$ cat config.mk
export PLATFORM = sky130hd
export DESIGN_NAME = keycode_event_tracker
export DESIGN_NICKNAME = d
export VERILOG_FILES = /design/src/rtl/keycode_event_tracker.sv
export SDC_FILE = /design/constraint.sdc
export NUM_CORES = 1
export LEC_CHECK = 0
export ABC_AREA = 1
export BUFFER_PORTS_ARGS = -buffer_cell sky130_fd_sc_hd__clkbuf_2
export CORE_ASPECT_RATIO = 1.2
export CORE_MARGIN = 2
export CORE_UTILIZATION = 55
export CTS_CLUSTER_DIAMETER = 200
export CTS_CLUSTER_SIZE = 12
export DETAILED_ROUTE_END_ITERATION = 16
export PLACE_DENSITY = 0.75
export SLEW_MARGIN = 20
export SYNTH_ARGS = -nofsm -noshare
export SYNTH_HDL_FRONTEND = slang
export SYNTH_HIERARCHICAL = 1
export SYNTH_SLANG_ARGS = --single-unit
$ cat constraint.sdc
create_clock -name clk_clk -period 3.6 [get_ports clk_clk]
set_clock_uncertainty 0.05 [all_clocks]
set_input_delay 1.08 -clock clk_clk [delete_from_list [all_inputs] [get_ports clk_clk]]
set_output_delay 1.08 -clock clk_clk [all_outputs]
set_load 0.02 [all_outputs]
$ cat src/rtl/keycode_event_tracker.sv
// Press/release edge tracker over a multi-slot keycode word feeding a FWFT event FIFO, plus a held mask for watched keys; KEYCODE_RELEASE_EN enables the release phase.
// Capture then one slot per cycle, event is at the head right after its push edge; a stalled consumer holds the head, a push into a full FIFO with no pop is dropped and sets sticky overflow.

module kc_fifo #(
  parameter int W     = 9,
  parameter int DEPTH = 8
) (
  input  logic         i_clk,
  input  logic         i_rst_n,
  input  logic         i_push,
  input  logic [W-1:0] i_dat,
  input  logic         i_pop,
  output logic         o_vld,
  output logic [W-1:0] o_dat,
  output logic         o_full
);
  localparam int AW = $clog2(DEPTH);

  logic [W-1:0]  r_mem [DEPTH];
  logic [AW-1:0] r_rd;
  logic [AW-1:0] r_wr;
  logic [AW:0]   r_cnt;
  logic          w_empty;
  logic          w_full;
  logic          w_pop;
  logic          w_wr;

  assign w_empty = (r_cnt == '0);
  assign w_full  = (r_cnt == (AW+1)'(DEPTH));
  assign w_pop   = i_pop & ~w_empty;
  // A full FIFO still takes a push when the head leaves in the same cycle.
  assign w_wr    = i_push & (~w_full | w_pop);
  assign o_vld   = ~w_empty;
  assign o_full  = w_full;
  assign o_dat   = w_empty ? '0 : r_mem[r_rd];

  always_ff @(posedge i_clk or negedge i_rst_n) begin
    if (!i_rst_n) begin
      r_rd  <= '0;
      r_wr  <= '0;
      r_cnt <= '0;
    end else begin
      if (w_wr)  r_wr <= r_wr + 1'b1;
      if (w_pop) r_rd <= r_rd + 1'b1;
      if (w_wr && !w_pop)      r_cnt <= r_cnt + 1'b1;
      else if (w_pop && !w_wr) r_cnt <= r_cnt - 1'b1;
    end
  end

  always_ff @(posedge i_clk) begin
    if (w_wr) r_mem[r_wr] <= i_dat;
  end
endmodule

module keycode_event_tracker #(
  parameter int SLOTS  = 2,
  parameter int CODE_W = 8,
  parameter int DEPTH  = 8,
  parameter int WATCH  = 4
) (
  input  logic                      clk_clk,
  input  logic                      reset_reset_n,
  input  logic [SLOTS*CODE_W-1:0]   keycode_in,
  input  logic [WATCH*CODE_W-1:0]   watch_codes,
  output logic [WATCH-1:0]          held,
  output logic                      evt_valid,
  output logic [CODE_W-1:0]         evt_code,
  output logic                      evt_press,
  input  logic                      evt_ready,
  output logic                      overflow,
  input  logic                      clr_overflow
);
`ifdef KEYCODE_RELEASE_EN
  localparam int NSTEPS = 2*SLOTS;
  localparam int PBASE  = SLOTS;
  localparam int EW     = CODE_W + 1;
`else
  localparam int NSTEPS = SLOTS;
  localparam int PBASE  = 0;
  localparam int EW     = CODE_W;
`endif
  localparam int IW = $clog2(NSTEPS + 1);

  typedef enum logic {S_IDLE, S_SCAN} state_t;

  state_t                    r_state;
  logic [IW-1:0]             r_idx;
  logic [SLOTS*CODE_W-1:0]   r_snap;
  logic [SLOTS*CODE_W-1:0]   r_cur;
  logic [WATCH-1:0]          r_held;
  logic                      r_ovf;

  logic [CODE_W-1:0]         w_snap [SLOTS];
  logic [CODE_W-1:0]         w_cur  [SLOTS];
  logic [SLOTS-1:0]          w_prs_ok;
  logic                      w_last;
  logic                      w_push;
  logic [EW-1:0]             w_push_dat;
  logic [EW-1:0]             w_head;
  logic                      w_full;
  logic                      w_drop;
  logic [WATCH-1:0]          w_held_nxt;

  for (genvar g = 0; g < SLOTS; g++) begin : g_unpack
    assign w_snap[g] = r_snap[g*CODE_W +: CODE_W];
    assign w_cur[g]  = r_cur[g*CODE_W +: CODE_W];
  end

  // New key: nonzero, not already down, and first occurrence within the word.
  always_comb begin
    w_prs_ok = '0;
    for (int i = 0; i < SLOTS; i++) begin
      w_prs_ok[i] = (w_cur[i] != '0);
      for (int k = 0; k < SLOTS; k++) begin
        if (w_snap[k] == w_cur[i])          w_prs_ok[i] = 1'b0;
        if (k < i && w_cur[k] == w_cur[i])  w_prs_ok[i] = 1'b0;
      end
    end
  end

`ifdef KEYCODE_RELEASE_EN
  logic [SLOTS-1:0] w_rel_ok;
  always_comb begin
    w_rel_ok = '0;
    for (int i = 0; i < SLOTS; i++) begin
      w_rel_ok[i] = (w_snap[i] != '0);
      for (int k = 0; k < SLOTS; k++) begin
        if (w_cur[k] == w_snap[i])            w_rel_ok[i] = 1'b0;
        if (k < i && w_snap[k] == w_snap[i])  w_rel_ok[i] = 1'b0;
      end
    end
  end
`endif

  always_comb begin
    w_push     = 1'b0;
    w_push_dat = '0;
    if (r_state == S_SCAN) begin
      for (int i = 0; i < SLOTS; i++) begin
`ifdef KEYCODE_RELEASE_EN
        if (r_idx == IW'(i) && w_rel_ok[i]) begin
          w_push     = 1'b1;
          w_push_dat = {1'b0, w_snap[i]};
        end
        if (r_idx == IW'(i + PBASE) && w_prs_ok[i]) begin
          w_push     = 1'b1;
          w_push_dat = {1'b1, w_cur[i]};
        end
`else
        if (r_idx == IW'(i + PBASE) && w_prs_ok[i]) begin
          w_push     = 1'b1;
          w_push_dat = w_cur[i];
        end
`endif
      end
    end
  end

  assign w_last = (r_state == S_SCAN) && (r_idx == IW'(NSTEPS - 1));

  // Evaluated against the word being committed so held moves on the commit edge.
  always_comb begin
    w_held_nxt = '0;
    for (int k = 0; k < WATCH; k++) begin
      for (int i = 0; i < SLOTS; i++) begin
        if (watch_codes[k*CODE_W +: CODE_W] != '0 &&
            watch_codes[k*CODE_W +: CODE_W] == (w_last ? w_cur[i] : w_snap[i]))
          w_held_nxt[k] = 1'b1;
      end
    end
  end

  always_ff @(posedge clk_clk or negedge reset_reset_n) begin
    if (!reset_reset_n) begin
      r_state <= S_IDLE;
      r_idx   <= '0;
      r_snap  <= '0;
      r_cur   <= '0;
      r_held  <= '0;
    end else begin
      r_held <= w_held_nxt;
      case (r_state)
        S_IDLE: begin
          if (keycode_in != r_snap) begin
            r_cur   <= keycode_in;
            r_idx   <= '0;
            r_state <= S_SCAN;
          end
        end
        S_SCAN: begin
          if (w_last) begin
            r_snap  <= r_cur;
            r_state <= S_IDLE;
          end else begin
            r_idx <= r_idx + 1'b1;
          end
        end
        default: r_state <= S_IDLE;
      endcase
    end
  end

  kc_fifo #(.W(EW), .DEPTH(DEPTH)) u_fifo (
    .i_clk   (clk_clk),
    .i_rst_n (reset_reset_n),
    .i_push  (w_push),
    .i_dat   (w_push_dat),
    .i_pop   (evt_ready),
    .o_vld   (evt_valid),
    .o_dat   (w_head),
    .o_full  (w_full)
  );

  assign w_drop = w_push & w_full & ~evt_ready;

  always_ff @(posedge clk_clk or negedge reset_reset_n) begin
    if (!reset_reset_n)    r_ovf <= 1'b0;
    else if (w_drop)       r_ovf <= 1'b1;
    else if (clr_overflow) r_ovf <= 1'b0;
  end

  assign held     = r_held;
  assign overflow = r_ovf;
  assign evt_code = w_head[CODE_W-1:0];
`ifdef KEYCODE_RELEASE_EN
  assign evt_press = w_head[CODE_W];
`else
  assign evt_press = 1'b1;
`endif
endmodule

Word-level counts from Yosys, hierarchy flattened --
Memory sizes are Yosys's and may differ from the RTL's. Cells that the tools add are included. Widths: inputs -> output; s select.
Storage, ports and cells: flip-flop bits (word level) 50, latch bits 0, RAM bits 64, memory bits (read-only) 0, bits of input ports 52, output and inout port bits 15, word-level logic and storage cells 104, memories kept 1
Memory list:
- u_fifo.r_mem | depth 8, bits a word 8, read ports 1, clocked after Yosys merged registers in 0, wr ports 1, RTL line 19 | logic [W-1:0] r_mem [DEPTH];
Operators by class: add/subtract/negate cells 5, multiply operators 0, div/mod/pow operators 0, $lt $le $gt $ge 0, equal/unequal tests 18, shift-type cells 0, multiplexer cells 34, bitwise operators 9, reduce and logical (&&, ||, !) cells 28
Operator list (number):
- $eq 8x8->1 | 13
- $mux 8 | 6
- $reduce_bool 8->1 | 6
- $mux 1 | 22
- $ne 16x16->1 | 1
- $logic_and 1x1->1 | 13
- $mux 4 | 2
- $add 3x1->3 const B | 2
- $reduce_and 2->1 | 3
- $add 4x1->4 const B | 1
- $and 1x1->1 | 4
- $eq 4x4->1 const B | 1
- $logic_not 4->1 | 1
- $mux 2 | 2
- $ne 2x2->1 const B | 2
- $not 1->1 | 4
- $pmux 2 s2 | 1
- $reduce_bool 2->1 | 2
- $sub 4x1->4 const B | 1
- $add 2x1->2 const B | 1
- $eq 2x1->1 const B | 1
- $logic_not 1->1 | 2
- $logic_not 2->1 | 1
- $pmux 1 s2 | 1
- $or 1x1->1 | 1

Longest topological paths before layout --
Gate-level depths: netlist of run 1.
word-level depth 12, depth in mapped cells 22, gate-level depth less buffers 22

Modules after synthesis --
The synthesis of run 1 kept the hierarchy.
Modules (own cells, without submodules):
- keycode_event_tracker | times used 1, cells an instance 582, area each 3796.1 um^2, sequential area each 1001.0 um^2
- kc_fifo | times used 1, cells an instance 358, area each 3500.9 um^2, sequential area each 2172.1 um^2

Worst setup path before layout of run 1 --
No wires, ideal clock.
path type register -> register, start reg r_cur[14], end reg u_fifo.r_cnt[3], library setup time 0.117 ns, data arrival time 2.630 ns, required time 3.433 ns, path slack 0.803 ns, cell stages (with the launch flop) 22, buffers on the path 0, period minus slack after synthesis 2.797 ns, cell sequence dfrtp_1 -> inv_1 -> nand2_1 -> nand2_1 -> nor2_1 -> nand2_1 -> nor2_1 -> nor2_2 -> nand2_4 -> nand2_2 -> nand2_2 -> inv_1 -> nand2_2 -> inv_1 -> ha_1 -> inv_1 -> ha_1 -> or2_2 -> nand2_1 -> nand2_1 -> nand3_1 -> nand2_1
On the way: cells in the longest elaborated chain, start to end 11, elaborated cells between the ends (all ways) 16, those cells by class eq/ne (3); mux (6); bitwise (1); reduce/logical (6)
Ends and longest elaborated chain:
- start: declaration | RTL line 89 | logic [SLOTS*CODE_W-1:0] r_cur;
- start signal: assignment | RTL line 185 | r_cur <= keycode_in;
- $eq 8x8->1 / $reduce_bool 8->1 (equally long branches) | RTL line 115, 113
- $mux 1 | RTL line 115 | if (w_snap[k] == w_cur[i]) w_prs_ok[i] = 1'b0;
- $mux 1 | RTL line 116 | if (k < i && w_cur[k] == w_cur[i]) w_prs_ok[i] = 1'b0;
- $mux 1 (*) | RTL line 115
- $logic_and 1x1->1 (*) | RTL line 150 | if (r_idx == IW'(i + PBASE) && w_prs_ok[i]) begin
- $mux 1 (*) | RTL line 150
- $mux 1 (*) | RTL line 138 | if (r_state == S_SCAN) begin
- named net w_push | RTL line 97 | logic w_push;
- $and 1x1->1 (*) | RTL line 32 | assign w_wr = i_push & (~w_full | w_pop);
- named net u_fifo.w_wr | RTL line 26 | logic w_wr;
- $logic_not 1->1 | RTL line 46 | else if (w_pop && !w_wr) r_cnt <= r_cnt - 1'b1;
- $logic_and 1x1->1 | RTL line 46
- $reduce_bool 2->1 (no source line)
- end signal: assignment | RTL line 45 | if (w_wr && !w_pop) r_cnt <= r_cnt + 1'b1;
- end signal: assignment | RTL line 46
- end: declaration | RTL line 22 | logic [AW:0] r_cnt;
Mark *: on every way through the listed nets, which the timed path passes. The rest lies on a longest branch. A chain may end at the register's enable or synchronous reset.

Worst setup path in the final report of run 1 --
start reg r_cur[10], end reg u_fifo.r_cnt[3]
Same word-level chain as after synthesis.

==> out/metrics.yaml, run 1 <==
status:
  status: "finished, final reports clean"
sta:
  hold_viol_final: 0
  clock.fmax_mhz: 308.5
  rsz0062_at_grt: "no"
  slew_headroom_pct: 48.74
  setup_viol: 0
  fin_setup_tns_ns: 0
  fin_crit_sh_pct: 90.05
  hold_slack_ns: 0.4253
  min_period_ns: 3.242
  tightest_slew_ns: 0.7609
  finalMaxSlewViolations: 0
setup_path:
  cp_num_buf_inv: 4
  worstPathCellList: "inv_1 -> nand2_1 -> nand2_1 -> nor2_1 -> nand2_1 -> nor2_1 -> nor2_2 -> nand2_4 -> nand2_2 -> nand2_2 -> inv_1 -> nand2_2 -> inv_1 -> ha_1 -> inv_1 -> ha_1 -> or2_2 -> nand2_1 -> nand2_1 -> nand3_1 -> nand2_1"
  worstPathMaxFanout: 13
  cp-start-kind: "flop"
  critPathMostFrequentCell: "nand2_1"
  slowest_delay_ns: 0.42
  crit_type: "reg -> reg"
  arrival_ns: 3.49
  slowest_stage: "dfrtp_1"
  worst_path_dominant_cell_family: "simple AND/OR/NAND/NOR gates"
  cp-end-kind: "flop"
  required_ns: 3.85
clocking:
  cts_root_buffer: "clkbuf_16"
  clk_path_buf_depth: 2
  htree_num_levels: 4
  tritoncts: "built"
  cts_sinks: 114
  path_clk_slew_ns: 0.06
  cts-buffers-inserted: 17
  postCtsSetupBuffers: 0
  clock_latency_ns: 0.41
logic_synthesis:
  synth_most_common_cell: "nand2_1"
  syn_inst: 940
  synth.area.top_cells: "edfxtp_1 (26%), nand2_1 (17%), dfrtp_1 (17%), inv_1 (7.7%), xor2_1 (6.6%)"
  yosysTopAreaCell: "edfxtp_1"
  synthTopCellsByCount: "nand2_1 (337), inv_1 (149), nand3_1 (77)"
  synth.distinct_cells: 36
  ys_seq_elements: 114
  syn_area_per_cell_um2: 7.763
  syn_nets: 1000
  netlist_area_um2: 7297
  synth-seq-area-share_pct: 43.48
  synth_edf_count: 64
  yosys_warnings: 6
  yosysTopAreaCellShare_pct: 26.34
  synthArstFlopShare_pct: 43.86
  ys.flop_type: "edfxtp_1"
pwr:
  p_sw_w: 0.003733
  pwr-share-seq_pct: 29.5
  irDropWorstVdd_v: 0.0005063
  powerDensity_nw_per_um2: 978.1
  p_comb_share_pct: 50.1
  p_int_w: 0.004437
  sw_frac_of_total_pct: 45.69
  p_leak_nw: 4.269
  pwr-share-clk_pct: 20.4
floorplan:
  placeableCoreArea_um2: 13070
  start_util_pct: 55.85
  ios: 67
  die_w_um: 109.1
  die_height_um: 130.2
  die_area_um2: 14210
  rows: 46
global_route:
  gr-total-overflow: 0
  antenna_found_initial: 0
  grt_max_degree: 51
  track_usage_pct: 25.58
  grt_first_pass_wirelength_mm: 27.29
  grt_pass1_vias: 5779
drt:
  firstDrtPassIters: 6
  avgViaCountPerCell: 5.008
  drt-total-wl_mm: 16.77
  drc_errors: 0
  initialDrtViolationCount: 355
  vias: 5994
  ant_nets: 0
  wl_per_cell_um: 14.01
job:
  maxCapViolCount: 0
layout:
  drive_gt1_share_pct: 13.80
  synthToLayoutAreaGrowth_pct: 14.47
  nNetsFinal: 1076
  fin_util_pct: 63.93
  diodes: 0
placed_design:
  gp_congestion: 0.8923
  port_buffers: 65
  dp_hpwl_mm: 12.25
worst_hold_path:
  hold_path.class: "reg -> reg"
## tightest hold or removal path, stage by stage, from the launching register on
cell and delay, ns:
dfrtp_1 0.34, nand2_1 0.05, nand2_1 0.05
## metal layers
| layer | up-vias | part of all wire, % | track usage, % |
|---|---|---|---|
| li1 | 3071 | - | - |
| met1 | 2719 | 39 | 27.48 |
| met2 | 170 | 54 | 47.90 |
| met3 | 34 | 4.3 | 5.544 |
| met4 | 0 | 2.6 | 10.71 |
| met5 | - | 0 | 0 |
## power by group through the flow
stage          sequential (W)  clock (W)  combinational, W
5_1_grt               0.00247    0.00175           0.00463
6_report              0.00241    0.00167           0.00409
4_1_cts               0.00240    0.00169           0.00409
3_5_place_dp          0.00242          0           0.00405
2_1_floorplan         0.00226          0           0.00329
3_3_place_gp          0.00241          0           0.00400
## final timing paths
check | from | endpoint | slack [ns] | cells after the start
max in group asynchronous | reset_reset_n | r_snap[14] | 2.34 | 2
worst min-delay path | overflow | overflow | 0.43 | 2
min in group asynchronous | reset_reset_n | r_snap[3] | 0.73 | 2
worst max-delay path | r_cur[10] | u_fifo/r_cnt[3] | 0.36 | 21
worst max register to register | r_cur[10] | u_fifo/r_cnt[3] | 0.36 | 21
worst min register to register | overflow | overflow | 0.43 | 2
## flip-flops by register name (all words and copies together) (netlist names)
register and flops:
r_cur 16, u_fifo/r_mem 64, r_idx 2, overflow 1, r_state 1, held 4, r_snap 16, u_fifo/r_rd 3
u_fifo/r_cnt 4, u_fifo/r_wr 3
## cell usage in the layout, fill, tap and decap left out, types with 2 or more instances in the layout
cell	Yosys	layout
nand2_1	337	337
inv_1	149	149
nand3_1	77	77
nor2_1	69	69
clkbuf_2	0	65
edfxtp_1	64	64
xor2_1	55	55
dfrtp_1	50	50
xnor2_1	19	19
clkbuf_16	0	17
nand4_1	15	15
o21ai_4	14	14
buf_4	2	14
nor3_1	12	12
o21ai_0	11	11
ha_1	7	7
o211ai_1	6	6
nor4_1	6	6
inv_2	4	4
nand2_2	4	4
clkinvlp_4	0	4
a21oi_1	3	3
inv_6	0	3
bufinv_16	0	3
nor2_4	1	2
nand2_4	2	2
or2_2	2	2
clkinv_1	0	2
clkbuf_1	1	2
## layout make-up
| cell class | count | area [um^2] |
|---|---|---|
| clock buffer | 19 | 432.9 |
| clock inverter | 13 | 158.9 |
| fill | 1128 | 4712 |
| inverter | 154 | 580.6 |
| multi-input combinational | 649 | 3347 |
| sequential | 114 | 3173 |
| tap | 168 | 210.2 |
| timing repair buffer | 80 | 450.4 |
## cells by family after synthesis
group / count (synthesis) / synth area share, %
and+or+nand+nor: 529 / 30.35
buffers and inverters: 177 / 10.72
DFF: 114 / 43.48
xor gates and xnor gates: 74 / 8.882
AOI/OAI and AO/OA: 37 / 5.041
adders and majority gates: 8 / 1.475
other: 1 / 0.05139
## metrics by stage
step / worst slack [ns] / instances / cell area, um^2 / power, W
finish: 0.3583 / 1197 / 8353 / 0.008170
global route: 0.04759 / 1197 / 8353 / 0.008854
CTS: 0.3532 / 1197 / 8348 / 0.008181
detailed placement: 0.3685 / 1165 / 7756 / 0.006471
global placement: 0.4433 / 1165 / 7756 / 0.006411
floorplan: 0.8031 / 940 / 7297 / 0.005556
## repair_timing
item,in CTS,in global routing
endpoints found under the setup margin,0,1
gates resized for setup,0,1
hold buffers,0,0
hold endpoints to repair,0,0
(Power assumes the default switching activity.)
==> run 2: changes to the inputs <==
- CORE_ASPECT_RATIO: 1.2 -> not set
- SYNTH_HIERARCHICAL: 1 -> not set
==> out/metrics.yaml, run 2 <==
status:
  status: "finished, final reports clean"
setup_path:
  worst_path_dominant_cell_family: "compound AO/OA/AOI/OAI gates"
  worstPathMaxFanout: 17  # +4
  required_ns: 2.47  # -1.38 ns
  cp-start-kind: "flop"
  slowest_stage: "inv_1"
  critPathMostFrequentCell: "o21ai_0"
  worstPathCellList: "inv_1 -> o21ai_0 -> o22ai_1 -> o21ai_0 -> a31oi_1 -> clkbuf_2"
  slowest_delay_ns: 0.42  # about the same
  arrival_ns: 2.20  # -1.29 ns
  cp_num_buf_inv: 2  # -2
  crit_type: "reg -> out"
  cp-end-kind: "output port"
pwr:
  sw_frac_of_total_pct: 46.00  # +0.31 points
  p_sw_w: 0.003719  # -0.36%
  p_comb_share_pct: 48.7  # -1.4 points
  pwr-share-clk_pct: 21.9  # +1.5 points
  p_leak_nw: 3.545  # -17%
  pwr-share-seq_pct: 29.4  # about the same
  powerDensity_nw_per_um2: 1039  # +6.3%
  p_int_w: 0.004367  # -1.6%
  irDropWorstVdd_v: 0.0005333  # +5.3%
global_route:
  gr-total-overflow: 0  # unchanged
  antenna_found_initial: 0  # unchanged
  grt_pass1_vias: 5607  # -3.0%
  grt_max_degree: 51  # unchanged
  grt_first_pass_wirelength_mm: 26.65  # -2.3%
  track_usage_pct: 26.72  # +1.1 points
floorplan:
  ios: 67  # unchanged
  placeableCoreArea_um2: 11910  # -8.8%
  start_util_pct: 56.06  # +0.21 points
  die_area_um2: 13040  # -8.2%
  die_w_um: 114.2  # +4.6%
  rows: 40  # -13%
  die_height_um: 114.2  # -12%
clocking:
  tritoncts: "built"
  cts_root_buffer: "clkbuf_16"
  clk_path_buf_depth: 2  # unchanged
  path_clk_slew_ns: 0.06  # about the same
  cts_sinks: 114  # unchanged
  htree_num_levels: 4  # unchanged
  postCtsSetupBuffers: 0  # unchanged
  cts-buffers-inserted: 17  # unchanged
  clock_latency_ns: 0.42  # about the same
logic_synthesis:
  synth.distinct_cells: 37  # +2.8%
  muxShareOfSynthArea_pct: 0  # unchanged
  synth_compound_area_share_pct: 11.17  # +6.1 points
  syn_nets: 858  # -14%
  yosysTopAreaCell: "edfxtp_1"
  yosys_warnings: 0  # -6
  yosysTopAreaCellShare_pct: 28.78  # +2.4 points
  synth_edf_count: 64  # unchanged
  netlist_area_um2: 6678  # -8.5%
  synth_top_family_by_area: "simple AND/OR/NAND/NOR gates"
  synthArstFlopShare_pct: 43.86  # unchanged
  synth_most_common_cell: "nand2_1"
  synth.area.top_cells: "edfxtp_1 (29%), dfrtp_1 (19%), nand2_1 (11%), xor2_1 (7.3%), nor2_1 (6.8%)"
  ys_seq_elements: 114  # unchanged
  synth-adder-area-share_pct: 1.611  # +0.14 points
  synthSimpleGateAreaFrac_pct: 24.86  # -5.5 points
  synth_xor_area_share_pct: 8.525  # -0.36 points
  syn_area_per_cell_um2: 8.368  # +7.8%
  ys.flop_type: "edfxtp_1"
  synth-seq-area-share_pct: 47.52  # +4.0 points
  syn_inst: 798  # -15%
  synthTopCellsByCount: "nand2_1 (201), nor2_1 (121), inv_1 (67)"
layout:
  most-common-layout-cells: "nand2_1 (201), nor2_1 (121), inv_1 (66)"
  synthToLayoutAreaGrowth_pct: 16.51
  regMostFlops: "u_fifo.r_mem"
  num-fill-cells: 1016  # -9.9%
  reg_top3: "u_fifo.r_mem: 64 flops, r_cur: 16 flops, r_snap: 16 flops"
  diodes: 0  # unchanged
  final_common_cell: "nand2_1"
  largest_reg_flops: 64  # unchanged
  drive_gt1_share_pct: 16.80  # +3.0 points
  nNetsFinal: 934  # -13%
sta:
  finalMaxSlewViolations: 0  # unchanged
  hold_viol_final: 0  # unchanged
  setup_viol: 0  # unchanged
  clock.fmax_mhz: 300.6  # -2.6%
  min_period_ns: 3.327  # +0.08505 ns
  timing.final.ws_setup_ns: 0.2733  # -0.08505 ns
  slew_headroom_pct: 45.22  # -3.5 points
  tightest_slew_ns: 0.8187  # +0.05788 ns
  fin_setup_tns_ns: 0  # unchanged
  rsz0062_at_grt: "no"
  fin_crit_sh_pct: 92.41  # +2.4 points
drt:
  avgViaCountPerCell: 5.474  # +9.3%
  vias: 5660  # -5.6%
  wl_per_cell_um: 16.19  # +16%
  initialDrtViolationCount: 515  # +45%
  ant_nets: 0  # unchanged
  firstDrtPassIters: 5  # -1
  drt-total-wl_mm: 16.75  # -0.14%
  drc_errors: 0  # unchanged
placed_design:
  port_buffers: 65  # unchanged
  dp_hpwl_mm: 11.69  # -4.6%
  gp_congestion: 0.8848  # -0.84%
  post-place-ws_ns: 0.2140  # -0.1545 ns
job:
  maxCapViolCount: 0  # unchanged
worst_hold_path:
  hold_path.class: "reg -> reg"
-- run 2: cell count changes after synthesis, sizes merged, moves of 12 or more --
| cell | delta |
|---|---|
| nand3 | -55 |
| inv | -77 |
| o21ai | +55 |
| buf | -12 |
| nor2 | +49 |
| nand2 | -138 |
-- run 2: per-layer routing --
| metal | GRT usage [%] | vias to the layer above | share of wire, % |
|---|---|---|---|
| met1 | 31.22 | 2660 | 40 |
| met4 | 10.24 | 0 | 2.3 |
| met3 | 6.300 | 28 | 6.0 |
| met5 | 0 | - | 0 |
| li1 | - | 2775 | - |
| met2 | 47.66 | 197 | 51 |
-- run 2: per-stage QoR --
| stage | instance area [um^2] | power, W | std cells | utilization, % | hold WS, ns |
|---|---|---|---|---|---|
| 2_1_floorplan | 6678 | 0.005221 | 798 | - | 0.4141 |
| 3_3_place_gp | 7156 | 0.006089 | 1002 | 60.07 | 0.4386 |
| 3_5_place_dp | 7156 | 0.006266 | 1002 | 60.07 | 0.4604 |
| 4_1_cts | 7776 | 0.008097 | 1034 | 65.28 | 0.4801 |
| 5_1_grt | 7780 | 0.008665 | 1034 | 65.32 | 0.5081 |
| 6_report | 7780 | 0.008086 | 1034 | 65.32 | 0.4880 |
-- run 2: path summary, 6_finish.rpt --
| check | startpoint | end | slack, ns | cells past startpoint |
|---|---|---|---|---|
| worst max register to register | u_fifo.r_cnt[0] | u_fifo.r_cnt[3] | 0.43 | 14 |
| worst min register to register | u_fifo.r_cnt[3] | u_fifo.r_cnt[3] | 0.49 | 1 |
| worst min-delay path | u_fifo.r_cnt[3] | u_fifo.r_cnt[3] | 0.49 | 1 |
| min in group asynchronous | reset_reset_n | u_fifo.r_cnt[1] | 0.72 | 2 |
| worst max-delay path | u_fifo.r_rd[1] | evt_code[2] | 0.27 | 6 |
| max in group asynchronous | reset_reset_n | held[0] | 2.31 | 2 |
-- run 2: power groups by stage --
stage                     registers [W]  clock network (W)  logic, W
after global placement          0.00236                  0   0.00373
after CTS                       0.00236            0.00179   0.00394
after floorplan                 0.00228                  0   0.00294
after detailed placement        0.00238                  0   0.00389
after global routing            0.00242            0.00185   0.00439
final                           0.00238            0.00177   0.00394
-- run 2: repair_timing --
action,CTS,global route
gates resized for setup,0,1
setup endpoints to repair,0,1
hold buffers,0,0
-- run 2: cell type report --
class | instances | area (um^2) | area share [%]
clock buffer | 17 | 425.4 | 5.468
inverter | 77 | 292.8 | 3.763
multi-input combinational | 586 | 3087 | 39.68
sequential | 114 | 3173 | 40.78
timing repair buffer | 78 | 422.9 | 5.436
clock inverter | 15 | 195.2 | 2.509
tap | 147 | 183.9 | 2.364
-- run 2: cell families after synthesis --
kind of cell,Yosys count
and+or+nand+nor,398
xor gates and xnor gates,65
adders and majority gates,8
DFF,114
buffers and inverters,98
other,1
AOI/OAI and AO/OA,114
==> run 3: changes to the inputs <==
- REMOVE_ABC_BUFFERS: not set -> 1
- SLEW_MARGIN: 20 -> 10
==> out/metrics.yaml, run 3 (synthesis gave the netlist of run 2 again) <==
global_route:
  track_usage_pct: 27.03  # +0.31 points
  antenna_found_initial: 0  # unchanged
  grt_max_degree: 51  # unchanged
  grt_pass1_vias: 5699  # +1.6%
  gr-total-overflow: 0  # unchanged
  grt_first_pass_wirelength_mm: 27.28  # +2.3%
clocking:
  clock_latency_ns: 0.41  # about the same
  cts-buffers-inserted: 17  # unchanged
  cts_hold_buf: 0  # unchanged
  path_clk_slew_ns: 0.05  # about the same
  htree_num_levels: 4  # unchanged
  cts_sinks: 114  # unchanged
  tritoncts: "built"
  postCtsSetupBuffers: 0  # unchanged
  postCtsResizedCells: 0  # unchanged
  clk_path_buf_depth: 2  # unchanged
  cts_root_buffer: "clkbuf_16"
sta:
  clock.fmax_mhz: 314.0  # +4.5%
  setup_viol: 0  # unchanged
  min_period_ns: 3.185  # -0.1420 ns
  slew_headroom_pct: 45.78  # +0.56 points
  fin_setup_tns_ns: 0  # unchanged
  hold_viol_final: 0  # unchanged
  tightest_slew_ns: 0.8104  # -0.008373 ns
  finalMaxSlewViolations: 0  # unchanged
  rsz0062_at_grt: "no"
  fin_crit_sh_pct: 88.47  # -3.9 points
setup_path:
  required_ns: 2.47  # about the same
  arrival_ns: 2.05  # -0.15 ns
  slowest_stage: "inv_1"
  slowest_delay_ns: 0.46  # +0.04 ns
  cp-start-kind: "flop"
  worstPathCellList: "inv_1 -> o21ai_0 -> o22ai_1 -> o21ai_0 -> a31oi_1 -> clkbuf_2"
  worstPathMaxFanout: 22  # +5
  crit_type: "reg -> out"
  cp-end-kind: "output port"
  worst_path_dominant_cell_family: "buffers and inverters"
  critPathMostFrequentCell: "o21ai_0"
  cp_num_buf_inv: 2  # unchanged
job:
  maxCapViolCount: 0  # unchanged
floorplan:
  die_area_um2: 13040  # unchanged
  die_height_um: 114.2  # unchanged
  rows: 40  # unchanged
  die_w_um: 114.2  # unchanged
  start_util_pct: 56.06  # unchanged
  placeableCoreArea_um2: 11910  # unchanged
  ios: 67  # unchanged
placed_design:
  gp_congestion: 0.9022  # +2.0%
  port_buffers: 65  # unchanged
  dp_hpwl_mm: 11.71  # +0.18%
layout:
  largest_reg_flops: 64  # unchanged
  diodes: 0  # unchanged
  most-common-layout-cells: "nand2_1 (201), nor2_1 (121), inv_1 (67)"
  regMostFlops: "u_fifo.r_mem"
  reg_top3: "u_fifo.r_mem: 64 flops, r_cur: 16 flops, r_snap: 16 flops"
  drive_gt1_share_pct: 15.63  # -1.2 points
  fin_util_pct: 64.86  # -0.45 points
  final_common_cell: "nand2_1"
  synthToLayoutAreaGrowth_pct: 15.70
  nNetsFinal: 930  # -0.43%
drt:
  wl_per_cell_um: 15.87  # -2.0%
  initialDrtViolationCount: 428  # -17%
  ant_nets: 0  # unchanged
  drc_errors: 0  # unchanged
  vias: 5552  # -1.9%
  avgViaCountPerCell: 5.390  # -1.5%
  firstDrtPassIters: 5  # unchanged
  drt-total-wl_mm: 16.34  # -2.4%
status:
  status: "finished, final reports clean"
pwr:
  powerDensity_nw_per_um2: 1027  # -1.2%
  p_leak_nw: 3.527  # -0.53%
  irDropWorstVdd_v: 0.0003772  # -29%
worst_hold_path:
  hold_path.class: "reg -> reg"
==> run 3: metrics by stage <==
step	total power, W	setup WS [ns]	std cells	instance area [um^2]	hold slack (ns)
3_3_place_gp	0.006045	0.3812	998	7126	0.4428
6_report	0.007934	0.4152	1030	7726	0.4643
4_1_cts	0.007958	0.3835	1030	7726	0.4592
5_1_grt	0.008577	0.1062	1030	7726	0.4971
3_5_place_dp	0.006192	0.2399	998	7126	0.4475
2_1_floorplan	0.005090	0.5842	777	6549	0.4141
==> run 3: report_power, final <==
part	leakage, nW	switching (W)	internal, W	total [W]
sequential	1.20	0.000402	0.00198	0.00238
combinational	2.03	0.00257	0.00126	0.00384
clock	0.294	0.000569	0.00115	0.00172
total	3.53	0.00354	0.00439	0.00793
==> run 3: worst register-to-register path, cell delays in order (launching register included) <==
cell,delay (ns)
dfrtp_1,0.43
inv_1,0.22
nand2_1,0.09
nand2_1,0.07
nor2_1,0.04
nand2_1,0.06
nor2_1,0.05
nor2_1,0.17
nand2_4,0.17
nand2_4,0.13
nand3_2,0.20
inv_1,0.12
ha_1,0.20
inv_1,0.10
ha_1,0.28
a21o_1,0.18
a21oi_1,0.19
nor2_1,0.06
nor2_1,0.13
xor2_1,0.16
==> run 3: path summary, 6_finish.rpt <==
kind                                 start               to  slack (ns)  depth (start not counted)
max in group asynchronous    reset_reset_n        r_snap[3]        2.31                          2
min in group asynchronous    reset_reset_n         r_cur[5]        0.73                          2
setup reg to reg                 r_cur[11]  u_fifo.r_cnt[3]        0.42                         19
setup / recovery            u_fifo.r_rd[0]      evt_code[3]        0.42                          6
hold / removal             u_fifo.r_cnt[3]  u_fifo.r_cnt[3]        0.46                          1
hold reg to reg            u_fifo.r_cnt[3]  u_fifo.r_cnt[3]        0.46                          1
==> run 3: metal layers <==
metal	global-route usage, %	vias up	part of all wire [%]
li1	-	2772	-
met2	47.98	160	51
met4	13.01	0	4.1
met1	31.30	2574	41
met5	0	-	0
met3	5.400	46	3.8
==> run 3: cell type report <==
type / count / area (um^2)
inverters: 77 / 289.0
multi-input cells: 586 / 3087
fillers: 1000 / 4185
flip-flops and latches: 114 / 3173
repair buffers: 74 / 392.9
well taps: 147 / 183.9
clock inverters: 12 / 163.9
clock buffers: 20 / 436.7
